## src/rtl/div_pkg.sv

```systemverilog
// div_pkg: shared types and elaboration helpers for the seq_div iterative divider.
//   state_t     - control FSM states (FIXUP is only reachable when SEQ_DIV_SIGNED_EN is defined)
//   iters()     - clock iterations needed for a WIDTH-bit division at a given unroll factor
//   cnt_width() - iteration counter width, never less than one bit
//   DEF_CNT_W   - counter width for the default 32-bit, one-step-per-clock build
package div_pkg;

  typedef enum logic [1:0] {
    IDLE,
    RUN,
    FIXUP,
    DONE
  } state_t;

  function automatic int iters(input int width, input int steps);
    return (steps > 0) ? (width / steps) : 1;
  endfunction

  // A single-iteration configuration still needs a one-bit counter.
  function automatic int cnt_width(input int n_iters);
    return (n_iters > 1) ? $clog2(n_iters) : 1;
  endfunction

  localparam int DEF_CNT_W = cnt_width(iters(32, 1));

endpackage

```

## src/rtl/seq_div_if.sv

```systemverilog
// seq_div_if: operand/result handshake bundle for seq_div.
//   in_valid/in_ready    - operand handshake (dividend, divisor)
//   out_valid/out_ready  - result handshake (quotient, remainder, div_by_zero)
//   is_signed            - present only when SEQ_DIV_SIGNED_EN is defined
//   master modport: the producer/consumer side; slave modport: the divider.
interface seq_div_if #(
  parameter int WIDTH = 32
);
  logic             in_valid;
  logic             in_ready;
  logic [WIDTH-1:0] dividend;
  logic [WIDTH-1:0] divisor;
  logic             out_valid;
  logic             out_ready;
  logic [WIDTH-1:0] quotient;
  logic [WIDTH-1:0] remainder;
  logic             div_by_zero;

`ifdef SEQ_DIV_SIGNED_EN
  logic             is_signed;

  modport master (
    output in_valid, dividend, divisor, out_ready, is_signed,
    input  in_ready, out_valid, quotient, remainder, div_by_zero
  );

  modport slave (
    input  in_valid, dividend, divisor, out_ready, is_signed,
    output in_ready, out_valid, quotient, remainder, div_by_zero
  );
`else
  modport master (
    output in_valid, dividend, divisor, out_ready,
    input  in_ready, out_valid, quotient, remainder, div_by_zero
  );

  modport slave (
    input  in_valid, dividend, divisor, out_ready,
    output in_ready, out_valid, quotient, remainder, div_by_zero
  );
`endif

endinterface

```

## src/rtl/div_step.sv

```systemverilog
// div_step: one combinational restoring-division step.
//   r, q, d        - partial remainder, quotient/shift register, divisor
//   r_next, q_next - remainder and shift register after shifting in q's MSB
//                    and conditionally subtracting d
// Relies on r < d on entry, which the restoring loop maintains.
module div_step #(
  parameter int WIDTH = 32
) (
  input  logic [WIDTH-1:0] r,
  input  logic [WIDTH-1:0] q,
  input  logic [WIDTH-1:0] d,
  output logic [WIDTH-1:0] r_next,
  output logic [WIDTH-1:0] q_next
);

  logic [WIDTH:0] shifted;
  logic [WIDTH:0] diff;
  logic           ge;

  // One extra bit keeps the shifted remainder (< 2*d) from overflowing.
  assign shifted = {r, q[WIDTH-1]};
  assign diff    = shifted - {1'b0, d};
  // Since shifted < 2*d, the top bit of diff is set exactly when shifted < d.
  assign ge      = ~diff[WIDTH];

  assign r_next = ge ? diff[WIDTH-1:0] : shifted[WIDTH-1:0];
  assign q_next = {q[WIDTH-2:0], ge};

endmodule

```

## src/rtl/seq_div.sv

```systemverilog
// seq_div: iterative unsigned restoring divider, STEPS_PER_CYCLE quotient bits per clock.
//   clk, rst - rising-edge clock, asynchronous active-high reset
//   bus      - seq_div_if.slave: operands in (valid/ready), quotient/remainder/
//              div_by_zero out (valid/ready); one operation in flight.
// Parameters: WIDTH (>=2), STEPS_PER_CYCLE (must divide WIDTH).
// Optional macro SEQ_DIV_SIGNED_EN: adds is_signed; signed operands are divided as
// magnitudes and a one-clock FIXUP state restores the signs afterwards.
module seq_div
  import div_pkg::*;
#(
  parameter int WIDTH           = 32,
  parameter int STEPS_PER_CYCLE = 1
) (
  input logic      clk,
  input logic      rst,
  seq_div_if.slave bus
);

  localparam int ITERS = iters(WIDTH, STEPS_PER_CYCLE);
  localparam int CNT_W = cnt_width(ITERS);

  if (WIDTH < 2 || STEPS_PER_CYCLE < 1 || (WIDTH % STEPS_PER_CYCLE) != 0) begin : g_bad_cfg
    $error("seq_div: WIDTH must be >= 2 and a multiple of STEPS_PER_CYCLE");
  end

  state_t           state;
  state_t           state_next;
  logic [WIDTH-1:0] q_reg;
  logic [WIDTH-1:0] r_reg;
  logic [WIDTH-1:0] d_reg;
  logic [CNT_W-1:0] cnt;
  logic             dbz;
  logic             zero_div;
  logic [WIDTH-1:0] n_mag;
  logic [WIDTH-1:0] d_mag;

  assign zero_div = (bus.divisor == '0);

`ifdef SEQ_DIV_SIGNED_EN
  logic n_neg;
  logic d_neg;
  logic signed_op;
  logic neg_q;
  logic neg_r;

  assign n_neg = bus.is_signed & bus.dividend[WIDTH-1];
  assign d_neg = bus.is_signed & bus.divisor[WIDTH-1];
  assign n_mag = n_neg ? (-bus.dividend) : bus.dividend;
  assign d_mag = d_neg ? (-bus.divisor) : bus.divisor;
`else
  assign n_mag = bus.dividend;
  assign d_mag = bus.divisor;
`endif

  // Unrolled restoring steps: stage 0 is the registered state, the last stage is
  // what RUN writes back each clock.
  logic [WIDTH-1:0] r_chain [STEPS_PER_CYCLE+1];
  logic [WIDTH-1:0] q_chain [STEPS_PER_CYCLE+1];

  assign r_chain[0] = r_reg;
  assign q_chain[0] = q_reg;

  for (genvar i = 0; i < STEPS_PER_CYCLE; i++) begin : g_step
    div_step #(.WIDTH(WIDTH)) u_step (
      .r      (r_chain[i]),
      .q      (q_chain[i]),
      .d      (d_reg),
      .r_next (r_chain[i+1]),
      .q_next (q_chain[i+1])
    );
  end

  // NOTE: sequential state uses non-blocking assignments so every register
  // samples pre-edge values regardless of process evaluation order.
  always_ff @(posedge clk or posedge rst) begin
    if (rst) state <= IDLE;
    else     state <= state_next;
  end

  // NOTE: state_next gets its default before the case, so no path leaves it
  // unassigned and no latch is inferred.
  always_comb begin
    state_next = state;
    case (state)
      IDLE:  if (bus.in_valid) state_next = zero_div ? DONE : RUN;
      RUN:   if (cnt == '0) begin
`ifdef SEQ_DIV_SIGNED_EN
               state_next = signed_op ? FIXUP : DONE;
`else
               state_next = DONE;
`endif
             end
      FIXUP: state_next = DONE;
      DONE:  if (bus.out_ready) state_next = IDLE;
      default: state_next = IDLE;
    endcase
  end

  // NOTE: the datapath registers are reset too, because the result ports are
  // driven straight from them and must read zero out of reset.
  always_ff @(posedge clk or posedge rst) begin
    if (rst) begin
      q_reg     <= '0;
      r_reg     <= '0;
      d_reg     <= '0;
      cnt       <= '0;
      dbz       <= 1'b0;
`ifdef SEQ_DIV_SIGNED_EN
      signed_op <= 1'b0;
      neg_q     <= 1'b0;
      neg_r     <= 1'b0;
`endif
    end else begin
      case (state)
        IDLE: if (bus.in_valid) begin
          cnt   <= CNT_W'(ITERS - 1);
          d_reg <= d_mag;
          dbz   <= zero_div;
          if (zero_div) begin
            // Divide-by-zero result is formed at accept; RUN is skipped.
            q_reg <= '1;
            r_reg <= bus.dividend;
          end else begin
            q_reg <= n_mag;
            r_reg <= '0;
          end
`ifdef SEQ_DIV_SIGNED_EN
          signed_op <= bus.is_signed & ~zero_div;
          neg_q     <= n_neg ^ d_neg;
          neg_r     <= n_neg;
`endif
        end
        RUN: begin
          q_reg <= q_chain[STEPS_PER_CYCLE];
          r_reg <= r_chain[STEPS_PER_CYCLE];
          if (cnt != '0) cnt <= cnt - CNT_W'(1);
        end
`ifdef SEQ_DIV_SIGNED_EN
        FIXUP: begin
          // Quotient truncates toward zero; remainder follows the dividend's sign.
          if (neg_q) q_reg <= -q_reg;
          if (neg_r) r_reg <= -r_reg;
        end
`endif
        default: ;
      endcase
    end
  end

  assign bus.in_ready    = (state == IDLE);
  assign bus.out_valid   = (state == DONE);
  assign bus.quotient    = q_reg;
  assign bus.remainder   = r_reg;
  assign bus.div_by_zero = dbz;

endmodule

```

## src/flat_wrapper.sv

```systemverilog
// flat-port wrapper written by rule: the top's interface ports become plain ports
module seq_div_flat import div_pkg::*;
#(
  parameter int WIDTH           = 32,
  parameter int STEPS_PER_CYCLE = 1
)
  (clk, rst, bus_in_valid, bus_dividend, bus_divisor, bus_out_ready, bus_in_ready, bus_out_valid, bus_quotient, bus_remainder, bus_div_by_zero);
  seq_div_if #(.WIDTH(WIDTH)) bus_i ();
  input logic clk;
  input logic rst;
  input wire logic [$bits(bus_i.in_valid)-1:0] bus_in_valid;
  input wire logic [$bits(bus_i.dividend)-1:0] bus_dividend;
  input wire logic [$bits(bus_i.divisor)-1:0] bus_divisor;
  input wire logic [$bits(bus_i.out_ready)-1:0] bus_out_ready;
  output wire logic [$bits(bus_i.in_ready)-1:0] bus_in_ready;
  output wire logic [$bits(bus_i.out_valid)-1:0] bus_out_valid;
  output wire logic [$bits(bus_i.quotient)-1:0] bus_quotient;
  output wire logic [$bits(bus_i.remainder)-1:0] bus_remainder;
  output wire logic [$bits(bus_i.div_by_zero)-1:0] bus_div_by_zero;
  assign bus_i.in_valid = bus_in_valid;
  assign bus_i.dividend = bus_dividend;
  assign bus_i.divisor = bus_divisor;
  assign bus_i.out_ready = bus_out_ready;
  assign bus_in_ready = bus_i.in_ready;
  assign bus_out_valid = bus_i.out_valid;
  assign bus_quotient = bus_i.quotient;
  assign bus_remainder = bus_i.remainder;
  assign bus_div_by_zero = bus_i.div_by_zero;
  seq_div #(.WIDTH(WIDTH), .STEPS_PER_CYCLE(STEPS_PER_CYCLE)) u_core (.clk(clk), .rst(rst), .bus(bus_i));
endmodule
```

## config.mk

```make
export PLATFORM = sky130hd
export DESIGN_NAME = seq_div_flat
export DESIGN_NICKNAME = d
export VERILOG_FILES = /design/src/rtl/div_pkg.sv /design/src/rtl/seq_div_if.sv /design/src/rtl/div_step.sv /design/src/rtl/seq_div.sv /design/src/flat_wrapper.sv
export SDC_FILE = /design/constraint.sdc
export NUM_CORES = 1
export LEC_CHECK = 0
export BUFFER_PORTS_ARGS = -buffer_cell sky130_fd_sc_hd__buf_2
export CELL_PAD_IN_SITES_DETAIL_PLACEMENT = 0
export CELL_PAD_IN_SITES_GLOBAL_PLACEMENT = 1
export CORE_UTILIZATION = 42
export CTS_CLUSTER_SIZE = 14
export DETAILED_ROUTE_END_ITERATION = 8
export PLACE_DENSITY = 0.86
export SYNTH_ARGS = -nofsm -noshare
export SYNTH_HDL_FRONTEND = slang
export SYNTH_SLANG_ARGS = --single-unit
```

## constraint.sdc

```tcl
create_clock -name clk -period 3.97 [get_ports clk]
set_clock_uncertainty 0.2 [all_clocks]
set_input_delay 0.397 -clock clk [delete_from_list [all_inputs] [get_ports clk]]
set_output_delay 0.397 -clock clk [all_outputs]
set_load 0.02 [all_outputs]
```

==> Word-level counts from Yosys, hierarchy flattened <==
Cells that the tools add are included.
{ "op_classes": {"reduce_logical": 9, "n_addsub": 2, "bitwise_logic": 1, "eq_ne": 7, "n_mux": 15} }
{ "ops": {"columns": ["cell", "n"], "rows": [
  ["32-bit two-way mux", 5],
  ["32-bit case mux with 2 select lines", 2],
  ["33-bit by 32-bit subtractor with 33-bit output", 1],
  ["32-bit logical NOT", 1],
  ["5-bit two-way mux", 2],
  ["5-bit case mux with 2 select lines", 1],
  ["2-bit two-way mux", 4],
  ["2-bit case mux with 4 select lines", 1],
  ["3-bit AND reduction", 2],
  ["5-bit logical NOT", 1],
  ["5-bit nonzero test", 1],
  ["5-bit by 1-bit subtractor with 5-bit output (second input constant)", 1],
  ["2-bit == test (second input constant)", 2],
  ["2-bit by 1-bit inequality test with 1-bit output (second input constant)", 2],
  ["2-bit inequality test (second input constant)", 2],
  ["2-bit AND reduction", 2],
  ["2-bit by 1-bit == test with 1-bit output (second input constant)", 1],
  ["2-bit logical NOT", 1],
  ["2-bit nonzero test", 1],
  ["1-bit NOT", 1]
]} }
{ "totals": {"word_cells": 40, "ff_bits": 104, "inputBits": 68} }

==> Longest topological paths before layout <==
Gate-level depths: netlist of the first run.
{ "logic_depth": {"word_depth": 4, "depth_mapped": 14, "mapped_depth_nobuf": 12} }

==> By module <==
From an unflattened synthesis of the first run, not the netlist that was laid out.
{ "hier_totals": {"hier_cells": 855, "hier_area_um2": 7758.7} }
{ "modules_own_cells": {"columns": ["module", "n_inst", "area_each_um2", "cells_per_inst"], "rows": [
  ["seq_div", 1, 5159.9, 518],
  ["div_step", 1, 2598.7, 337]
]} }

==> Least setup slack after synthesis of the first run <==
Ideal clock, no wire load.
{ "synth_timing": {"kind": "register -> register", "start": "register u_core.q_reg[31] (netlist: u_core.bus.quotient[31])", "end": "register u_core.r_reg[12] (netlist: u_core.bus.remainder[12])", "synth_period_minus_slack_ps": 3238, "path_buffers": 1, "arrival_ps": 2915, "required_time_ps": 3647, "slack_ps": 732, "setup_ps": 123, "stages_incl_launch_ff": 14, "cell_sequence": "dfrtp_1 -> inv_1 -> ha_1 -> fa_1 -> nand2b_1 -> a21o_1 -> a211o_1 -> a21oi_2 -> o21ai_2 -> xor2_2 -> buf_6 -> mux2_4 -> a221oi_2 -> nor2_1"} }
{ "synth_via": {"elab_chain_len": 3} }
{ "synth_lines": {"columns": ["element", "line", "rtl"], "rows": [
  ["from (decl)", "seq_div.sv:28", "logic [WIDTH-1:0] q_reg;"],
  ["from (signal assigned)", "seq_div.sv:124", "q_reg <= n_mag;"],
  ["from (signal assigned)", "seq_div.sv:134", "q_reg <= q_chain[STEPS_PER_CYCLE];"],
  ["33-bit by 32-bit subtractor with 33-bit output", "div_step.sv:22", "assign diff = shifted - {1'b0, d};"],
  ["32-bit two-way mux", "div_step.sv:26", "assign r_next = ge ? diff[WIDTH-1:0] : shifted[WIDTH-1:0];"],
  ["32-bit case mux with 2 select lines", "seq_div.sv:114", "case (state)"],
  ["to (signal assigned)", "seq_div.sv:122", "r_reg <= bus.dividend;"],
  ["to (signal assigned)", "seq_div.sv:135", "r_reg <= r_chain[STEPS_PER_CYCLE];"],
  ["to (decl)", "seq_div.sv:29", "logic [WIDTH-1:0] r_reg;"]
]} }
No other way between the ends.
A chain may end at the register's enable or synchronous reset.

==> Final worst setup path of the first run <==
Same ends and word-level chain as after synthesis.

==> results of run 1 <==
## per-layer routing
layer  global-route usage, %  routed length (µm)  up-vias
met2                    34.6                8590      154
met3                    4.88                1020       23
met1                    35.7               10400     3035
met5                       0                   0        -
li1                        -                   -     3212
met4                    7.17                 474        0
## per-stage QoR
stage,utilization (%),hold WS (ns)
finish,49.9,0.0524
global route,49.9,0.0693
CTS,49.9,0.0712
detailed placement,48.2,0.288
global placement,48.2,0.283
floorplan,-,0.279
## worst paths after layout
check,startpoint,slack [ns],to,depth (start not counted)
worst min register to register,u_core.bus.div_by_zero$_DFFE_PP0P_,0.30,u_core.bus.div_by_zero$_DFFE_PP0P_,1
max in group asynchronous,rst,2.54,u_core.bus.quotient[28]$_DFFE_PP0P_,3
worst max register to register,u_core.bus.quotient[31]$_DFFE_PP0P_,0.32,u_core.bus.remainder[12]$_DFFE_PP0P_,13
worst min-delay path,rst,0.05,u_core.bus.div_by_zero$_DFFE_PP0P_,2
worst max-delay path,u_core.bus.quotient[31]$_DFFE_PP0P_,0.32,u_core.bus.remainder[12]$_DFFE_PP0P_,13
min in group clk,bus_divisor[6],0.07,u_core.d_reg[6]$_DFFE_PP0P_,2
## logic make-up (layout without fill, tap and decap cells)
logic type                 Yosys count  count (layout)  synth area share (%)
AOI/OAI and AO/OA                  266             266                  23.2
xor gates and xnor gates            25              25                  3.19
adders and majority gates           39              39                  6.99
buffers and inverters               98             208                  5.61
DFF                                104             104                  36.7
muxes                               44              44                  7.11
and+or+nand+nor                    274             274                  17.2
## worst max-delay path: cells and delay by family, from the launching register on
| family | cells | cell delay, ns |
|---|---|---|
| mux | 1 | 0.33 |
| xor+xnor | 1 | 0.32 |
| simple gates | 2 | 0.24 |
| flops | 1 | 0.36 |
| compound gates | 5 | 1.09 |
| fa+ha+maj | 2 | 0.64 |
| buf+inv | 2 | 0.36 |
## power by group through the flow
stage	clock [mW]	sequential, mW	combinational, mW
2_1_floorplan	0	2.22	4.45
3_3_place_gp	0	1.98	6.11
3_5_place_dp	0	2.00	6.14
4_1_cts	0.898	1.98	6.20
5_1_grt	0.937	2.05	6.90
6_report	0.883	1.99	6.21
## synthesized netlist by cell type, types with 4 or more instances
cell type  instances  area (µm²)
mux2i_1            5        50.1
o21ai_1           10        50.1
and3_1            21         131
mux2_4             4        60.1
xor2_1            10        87.6
buf_1              4        15.0
nand4_1            6        37.5
or3_1              4        25.0
nor2_1           123         462
a21oi_1          113         566
a221oi_2           4        60.1
nand2b_1          10        62.6
a21o_1            10        75.1
xnor2_1           14         123
nand3_1           11        55.1
nor4_1            10        62.6
nor2b_1            5        31.3
inv_1             46         173
o211ai_1           4        30.0
dfrtp_1          104        2600
o21ai_0           68         340
a211oi_1           5        37.5
nor3_1             7        35.0
mux2_2            35         394
clkbuf_1          39         146
a31oi_1           13        81.3
ha_1              38         475
nand2_1           70         263
## layout make-up
class | count | area share [%]
timing repair buffer | 145 | 9.29
tap | 220 | 3.34
clock buffer | 11 | 2.94
clock inverter | 5 | 0.486
inverter | 47 | 2.17
sequential | 104 | 31.6
multi-input combinational | 648 | 50.2
## cells in the final DEF (no fill, tap or decap), types with 3 or more instances in the layout
cell type | netlist | layout
and3_1 | 21 | 21
a21o_1 | 10 | 10
inv_1 | 46 | 45
o21ai_1 | 10 | 9
buf_4 | 3 | 10
o21ai_0 | 68 | 67
a21boi_0 | 3 | 3
a21oi_1 | 113 | 113
dfrtp_1 | 104 | 104
or3_1 | 4 | 4
mux2_4 | 4 | 4
xnor2_1 | 14 | 14
xor2_1 | 10 | 10
nor4_1 | 10 | 9
o21a_1 | 3 | 3
nand4_1 | 6 | 6
nor2b_1 | 5 | 5
nor2_1 | 123 | 123
buf_2 | 3 | 134
o211ai_1 | 4 | 4
ha_1 | 38 | 37
a31oi_1 | 13 | 13
nand2_1 | 70 | 70
a22oi_1 | 3 | 3
nor3_1 | 7 | 6
nand2b_1 | 10 | 10
nand3_1 | 11 | 11
mux2i_1 | 5 | 5
a221oi_2 | 4 | 4
clkbuf_16 | 0 | 9
mux2_2 | 35 | 35
a211oi_1 | 5 | 5
==> results by group, run 1 <==
Worst hold path
  – Hold Path Class: in2async

GRT
  – First-pass GRT wire length: 32700 µm
  – Vias in the first global route: 6041
  – Antenna violations before repair: 0
  – Total GRT Usage: 23.9%
  – Largest net degree at the start of global routing: 78
  – Congestion Overflow GR: 0

Layout
  – Share of layout cells above drive strength 1: 23.2%
  – Sequential cell area: approximately 2600 µm²
  – Area Growth Syn to Fin: 16.3%
  – Antenna Cells: 0
  – # fillers: 1621
  – Post-Layout Inst Area: 8240 µm²
  – Final std cells w/o fill: about 1200
  – Net count, final: 1062
  – Multi-input gate area: 4140 µm²

Critical path
  – Crit start category: flip-flop
  – WS Path Type: reg2reg
  – Crit path cell chain: inv_1 -> ha_1 -> fa_1 -> nand2b_1 -> a21o_1 -> a211o_1 -> a21oi_2 -> o21ai_2 -> xor2_4 -> buf_4 -> mux2_4 -> a221oi_2 -> nor2_1
  – Max incr delay on CP: ~0.41 ns
  – Endpoint type of the worst setup path: flip-flop
  – Critical Path AT: 3.70 ns
  – CP required: roughly 4.0 ns
  – Slowest cell on crit path: fa_1
  – Worst Path Max Fanout: 15

Route
  – DRC Markers: 0
  – Post-Route WL: 20500 µm
  – Via count: 6424
  – Initial drt markers: between 500 and 600
  – Via density: roughly 5.4
  – Post-DRT Antenna Nets: 0
  – Drt wl/cell: 17.3 µm
  – DR pass1 iterations: 5

Power
  – Tot Pwr: between 9 and 10 mW
  – P_sw: 4.62 mW
  – Leakage: 3.95 nW
  – Power Dens Cells: 1100 nW/µm²
  – Sequential share of power: 21.9%
  – Clock power share: 9.7%
  – Sw Ratio: 50.9%
  – Cell internal pwr: 4.46 mW
  – Peak supply drop: 0.352 mV
  – Combinational share of power: 68.4%

Logic synthesis
  – YS warnings: 0
  – Register area share after synthesis: 36.7%
  – Syn Std Cell Area: 7090 µm²
  – Syn_nets: 957
  – Synth cell types: 67
  – Fraction of registers with async set/reset: 100%
  – Post-synthesis register bit count: 104
  – Post-Synthesis Cells: 850
  – Mapped Avg Cell Area: 8.34 µm²
  – Ys flop type: dfrtp_1
  – Post-synth EDFFs: 0

CTS
  – Postcts setup bufs: 0
  – Clock sink count: 104
  – Bufs on Longest Clock Path: 2
  – CTS buffer count: 9
  – Post-cts resize count: 0
  – Clock Latency Late Sink: 0.37 ns
  – CTS tree: built
  – Hold_buf cts: 0
  – Clk root buf: clkbuf_16
  – # H-tree levels: 3
  – Clock transition at the registers of the reported paths: ~0.08 ns

STA
  – Max_slew headroom: 32.5%
  – Setup TNS: 0 ns
  – Final worst slack: 0.319 ns
  – RSZ-0062 raised after global routing: no
  – Slew @ Worst Pin: 1.01 ns
  – Fin. max-slew vios: 0
  – FMAX: 274 MHz
  – Final hold vios: 0
  – Period utilization: approximately nine tenths
  – Final-report setup violation count: 0
  – Min cycle time layout: 3.65 ns

Place
  – Final Wtd Congestion: 0.906
  – Inst Count DP: 1164
  – Pre-CTS setup slack: 0.374 ns
  – Dpl hpwl: 15000 µm
  – DP Area: between 7000 and 8000 µm²
  – PortBufs: 134

Floorplan
  – Die area: 17400 µm²
  – Starting density of the core: between 40% and 50%
  – IO Count: 135
  – DIE WIDTH: 132 µm
  – Die span in y: 132 µm
  – Core Rows: between 40 and 50
  – Core box area: 16500 µm²

Run status
  – Status: finished clean

Job
  – Max-Cap Viols: 0
Power figures use the tool's default switching activity.
==> run 2, diff against run 1 <==
CORE_UTILIZATION = 44   (was 42)
PLACE_DENSITY = 0.87   (was 0.86)
SYNTH_HIERARCHICAL = 1   (was not set)
==> results by group, run 2 <==
Run status
  – Status: finished clean

GRT
  – Vias in the first global route: 6003
  – Antenna violations before repair: 0
  – Largest net degree at the start of global routing: 84
  – Congestion Overflow GR: 0
  – Total GRT Usage: 22.4%
  – First-pass GRT wire length: around 32000 µm

STA
  – Final-report setup violation count: 0
  – RSZ-0062 raised after global routing: no
  – Max_slew headroom: 30.3%
  – Setup TNS: 0 ns
  – Final hold vios: 0
  – Period utilization: 95.5%
  – Min cycle time layout: 3.79 ns
  – Fin. max-slew vios: 0
  – FMAX: 264 MHz
  – Slew @ Worst Pin: 1.05 ns

Logic synthesis
  – Count leader, synth: dfrtp_1
  – Syn_nets: a little under 1000
  – Area contributors post-synth: dfrtp_1 (34%), buf_4 (9.6%), ha_1 (6.0%)
  – YS warnings: 6
  – Synth top cells by count: dfrtp_1 (104), buf_4 (99), nand2_1 (72)
  – Post-synth EDFFs: 0
  – Synth cell types: 76
  – Top cell type's share of synthesized area: around 34%
  – Mapped Avg Cell Area: 9.07 µm²
  – Ys flop type: dfrtp_1
  – Register area share after synthesis: ~34%
  – Yosys top cell by area: dfrtp_1
  – Post-Synthesis Cells: 855
  – Post-synthesis register bit count: 104
  – Fraction of registers with async set/reset: 100%
  – Syn Std Cell Area: roughly 7800 µm²

CTS
  – # H-tree levels: 3
  – Bufs on Longest Clock Path: 2
  – Clock sink count: between 100 and 150
  – Clock transition at the registers of the reported paths: 0.07 ns
  – Clk root buf: clkbuf_16
  – Hold_buf cts: 0
  – CTS tree: built
  – CTS buffer count: 9
  – Clock Latency Late Sink: 0.36 ns

Layout
  – Antenna Cells: 0
  – Commonest non-fill, non-tap cell in the layout: buf_2
  – Share of layout cells above drive strength 1: 28.1%
  – Area Growth Syn to Fin: 5.81%
  – # fillers: 1720
  – Net count, final: 986
  – Most frequent cells in the layout: buf_2 (134), dfrtp_1 (104), nand2_1 (72), nor2_1 (57), a21oi_1 (46)

Worst hold path
  – HP Start: bus_divisor[19]
  – Hold Path Class: in2reg
  – Worst Hold End: u_core/d_reg[19]$_DFFE_PP0P_
  – Hold depth: 2

Job
  – Max-Cap Viols: 0

Critical path
  – Max incr delay on CP: around 0.42 ns
  – CP Launch Point: u_core/bus.remainder[16]$_DFFE_PP0P_
  – CP required: 4.00 ns
  – Critical path buffer and inverter count: 1
  – Cell family with most CP delay: simple AND/OR/NAND/NOR gates
  – Critical R2R Launch: u_core/bus.remainder[16]$_DFFE_PP0P_
  – Crit path cell chain: ha_1 -> and3_2 -> and3_1 -> a221o_1 -> a21oi_2 -> a211oi_2 -> nor2_4 -> mux2i_4 -> and2_4 -> clkinv_16 -> mux2_4 -> and3_1 -> a221o_1
  – Reg2reg end: u_core/bus.remainder[25]$_DFFE_PP0P_
  – Slowest cell on crit path: dfrtp_1
  – WS Path Type: reg2reg
  – Endpoint type of the worst setup path: flip-flop
  – Worst Path Max Fanout: 12
  – Crit start category: flip-flop
  – Flop-to-flop setup slack: 0.18 ns
  – Critical Path AT: roughly 3.8 ns
  – Worst R2R Path Depth: 13

Floorplan
  – Die span in y: 135 µm
  – Starting density of the core: 45.0%
  – IO Count: 135
  – Core box area: 17200 µm²
  – Die area: about 18000 µm²
  – Core Rows: 48
  – DIE WIDTH: 135 µm

Place
  – Final Wtd Congestion: 0.894
  – PortBufs: approximately 130
  – Dpl hpwl: between 10000 and 15000 µm

Route
  – DR pass1 iterations: 7
  – Via count: about 6200
  – Post-DRT Antenna Nets: 0
  – Initial drt markers: 406
  – Post-Route WL: 19700 µm
  – Via density: approximately 5.6
  – DRC Markers: 0
  – Drt wl/cell: 17.8 µm
[run 2: how the worst max path moves through the flow]
stage / endpoint / cells after the start
global placement: u_core/bus.remainder[22]$_DFFE_PP0P_ / 15
CTS: u_core/bus.remainder[25]$_DFFE_PP0P_ / 15
global route: u_core/bus.remainder[4]$_DFFE_PP0P_ / 16
detailed placement: u_core/bus.remainder[22]$_DFFE_PP0P_ / 15
finish: u_core/bus.remainder[25]$_DFFE_PP0P_ / 13
floorplan: u_core/bus.remainder[21]$_DFFE_PP0P_ / 17
[run 2: what timing repair did]
action,CTS,global route
pin swaps,0,2
buffers inserted,0,4
resized for setup,1,4
gates cloned,0,1
endpoints found under the setup margin,1,11
[run 2: per-layer routing]
| metal | part of all wire (%) | global-route usage (%) | up-vias |
|---|---|---|---|
| met5 | 0 | 0 | - |
| met4 | 1.4 | 5.31 | 0 |
| met3 | 5.9 | 4.88 | 19 |
| met2 | 49 | 37.9 | 203 |
| met1 | 44 | 29.1 | 2994 |
| li1 | - | - | 2970 |
[run 2: per-stage QoR]
stage          hold slack, ns  setup slack [ns]  util (%)  cells  instance area [µm²]
2_1_floorplan           0.266             0.124         -    855                 7760
3_5_place_dp            0.267            0.0491      45.6   1089                 7850
6_report               0.0857             0.179      47.6   1109                 8210
4_1_cts                0.0693            0.0268      47.3   1104                 8150
5_1_grt                0.0788            0.0238      47.6   1109                 8210
3_3_place_gp            0.262             0.110      45.6   1089                 7850
[run 2: logic make-up (layout without fill, tap and decap cells)]
kind of cell | count (synthesis) | in the layout | synth area share (%)
muxes | 58 | 58 | 9.61
and+or+nand+nor | 237 | 237 | 14.9
adders and majority gates | 38 | 38 | 6.22
buffers and inverters | 183 | 212 | 15.0
xor gates and xnor gates | 27 | 27 | 3.05
AOI/OAI and AO/OA | 208 | 208 | 17.6
DFF | 104 | 104 | 33.5
[run 2: cell type report]
class	instances	area [µm²]	share of cell area, %
Clock buffer	10	229	2.79
Tap cell	225	282	3.43
Timing Repair inverter	1	11.3	0.137
Clock inverter	5	58.8	0.716
Sequential cell	104	2600	31.7
Multi-Input combinational cell	568	4010	48.8
Timing Repair Buffer	153	826	10.1
Inverter	43	190	2.32
Power of run 2 is not shown: default switching activity piles up to over one toggle a cycle in this logic, so the estimate is an artifact.
==> run 3, diff against run 2 <==
REMOVE_ABC_BUFFERS = 1   (was not set)
SLEW_MARGIN = 20   (was not set)
==> results by group, run 3 (synthesis gave the netlist of run 2 again) <==
Run status
  – Status: finished with violations
  – Failing checks: negative hold slack

CTS
  – Clock transition at the registers of the reported paths: 0.07 ns
  – Clk root buf: clkbuf_16
  – Clock Latency Late Sink: 0.36 ns
  – Hold_buf cts: 0
  – # H-tree levels: 3
  – Clock sink count: 104
  – CTS buffer count: 9
  – Bufs on Longest Clock Path: 2
  – CTS tree: built

STA
  – Slew @ Worst Pin: 0.954 ns
  – Hold slack: -0.00373 ns
  – Min cycle time layout: 3.76 ns
  – Period utilization: about 95%
  – Setup TNS: 0 ns
  – Final hold vios: 1
  – RSZ-0062 raised after global routing: no
  – FMAX: 266 MHz
  – Max_slew headroom: 36.2%
  – Final worst slack: 0.208 ns
  – Final-report setup violation count: 0
  – Fin. max-slew vios: 0

Critical path
  – Cell family with most CP delay: simple AND/OR/NAND/NOR gates
  – Endpoint type of the worst setup path: flip-flop
  – Max incr delay on CP: around 0.4 ns
  – Crit path cell chain: ha_1 -> and4_1 -> and3_1 -> a221o_1 -> a21oi_2 -> a211oi_2 -> nor2_4 -> mux2i_4 -> and2_4 -> clkinv_8 -> mux2_4 -> and3_1 -> a221o_1
  – Critical Path AT: 3.81 ns
  – Critical path buffer and inverter count: 1
  – Crit start category: flip-flop
  – Worst Path Max Fanout: 6
  – CP required: 4.01 ns
  – WS Path Type: reg2reg
  – Slowest cell on crit path: dfrtp_1

GRT
  – First-pass GRT wire length: 31000 µm
  – Vias in the first global route: roughly 6000
  – Antenna violations before repair: 1
  – Largest net degree at the start of global routing: between 60 and 70
  – Total GRT Usage: 21.8%
  – Congestion Overflow GR: 0

Place
  – Dpl hpwl: 13700 µm
  – Final Wtd Congestion: approximately 0.84
  – Pre-CTS setup slack: 0.0594 ns
  – PortBufs: 134

Route
  – Post-Route WL: about 19000 µm
  – Via count: 6100
  – Post-DRT Antenna Nets: 0
  – Via density: 5.49
  – DR pass1 iterations: 5
  – DRC Markers: 0
  – Initial drt markers: roughly 360
  – Drt wl/cell: 17.3 µm

Layout
  – Antenna Cells: 0
  – Commonest non-fill, non-tap cell in the layout: buf_2
  – # fillers: 1700
  – Net count, final: 988
  – Finished Core Util: 47.7%
  – Multi-input gate area: 4020 µm²
  – Most frequent cells in the layout: buf_2 (134), dfrtp_1 (104), nand2_1 (72), nor2_1 (57), a21oi_1 (46)
  – Sequential cell area: 2600 µm²
  – Area Growth Syn to Fin: 5.90%
  – Share of layout cells above drive strength 1: 28.4%

Floorplan
  – IO Count: about 140
  – Die span in y: 135 µm
  – Core Rows: 48
  – DIE WIDTH: 135 µm
  – Starting density of the core: 45.0%
  – Die area: between 15000 and 20000 µm²
  – Core box area: 17200 µm²

Job
  – Max-Cap Viols: 0

Worst hold path
  – Hold Path Class: in2async
## run 3: cell type report
cell class	count	share of cell area (%)
well taps	225	3.43
flip-flops and latches	104	31.7
clock buffers	12	3.24
clock inverters	4	0.320
repair inverters	2	0.244
multi-input cells	569	48.9
repair buffers	153	10.1
inverters	43	2.15
## run 3: through the flow
stage,std cells,instance area [µm²]
3_5_place_dp,1089,7840
3_3_place_gp,1089,7840
5_1_grt,1112,8220
6_report,1112,8220
4_1_cts,1105,8130
2_1_floorplan,715,6760
## run 3: timing repair
item,CTS,global route
resized for setup,0,4
hold endpoints to repair,0,0
buffers inserted,0,4
setup endpoints to repair,0,17
## run 3: worst paths after layout
path                                                 startpoint                                    to  slack [ns]  cells past startpoint
max in group asynchronous                                   rst          u_core/d_reg[16]$_DFFE_PP0P_        2.68                      3
setup / recovery           u_core/bus.remainder[12]$_DFFE_PP0P_  u_core/bus.remainder[21]$_DFFE_PP0P_        0.21                     13
min in group clk                                bus_divisor[18]          u_core/d_reg[18]$_DFFE_PP0P_        0.08                      2
setup reg to reg           u_core/bus.remainder[12]$_DFFE_PP0P_  u_core/bus.remainder[21]$_DFFE_PP0P_        0.21                     13
hold reg to reg              u_core/bus.div_by_zero$_DFFE_PP0P_    u_core/bus.div_by_zero$_DFFE_PP0P_        0.30                      2
hold / removal                                              rst             u_core/cnt[1]$_DFFE_PP0P_      -0.004                      2
## run 3: layer usage
metal / vias up / global-route usage [%] / routed length (µm)
met1: 2931 / 29.8 / 9090
met5: - / 0 / 0
li1: 2995 / - / -
met3: 16 / 4.28 / 938
met2: 158 / 34.9 / 8940
met4: 0 / 5.99 / 254
Power of run 3 is left out for the same reason.
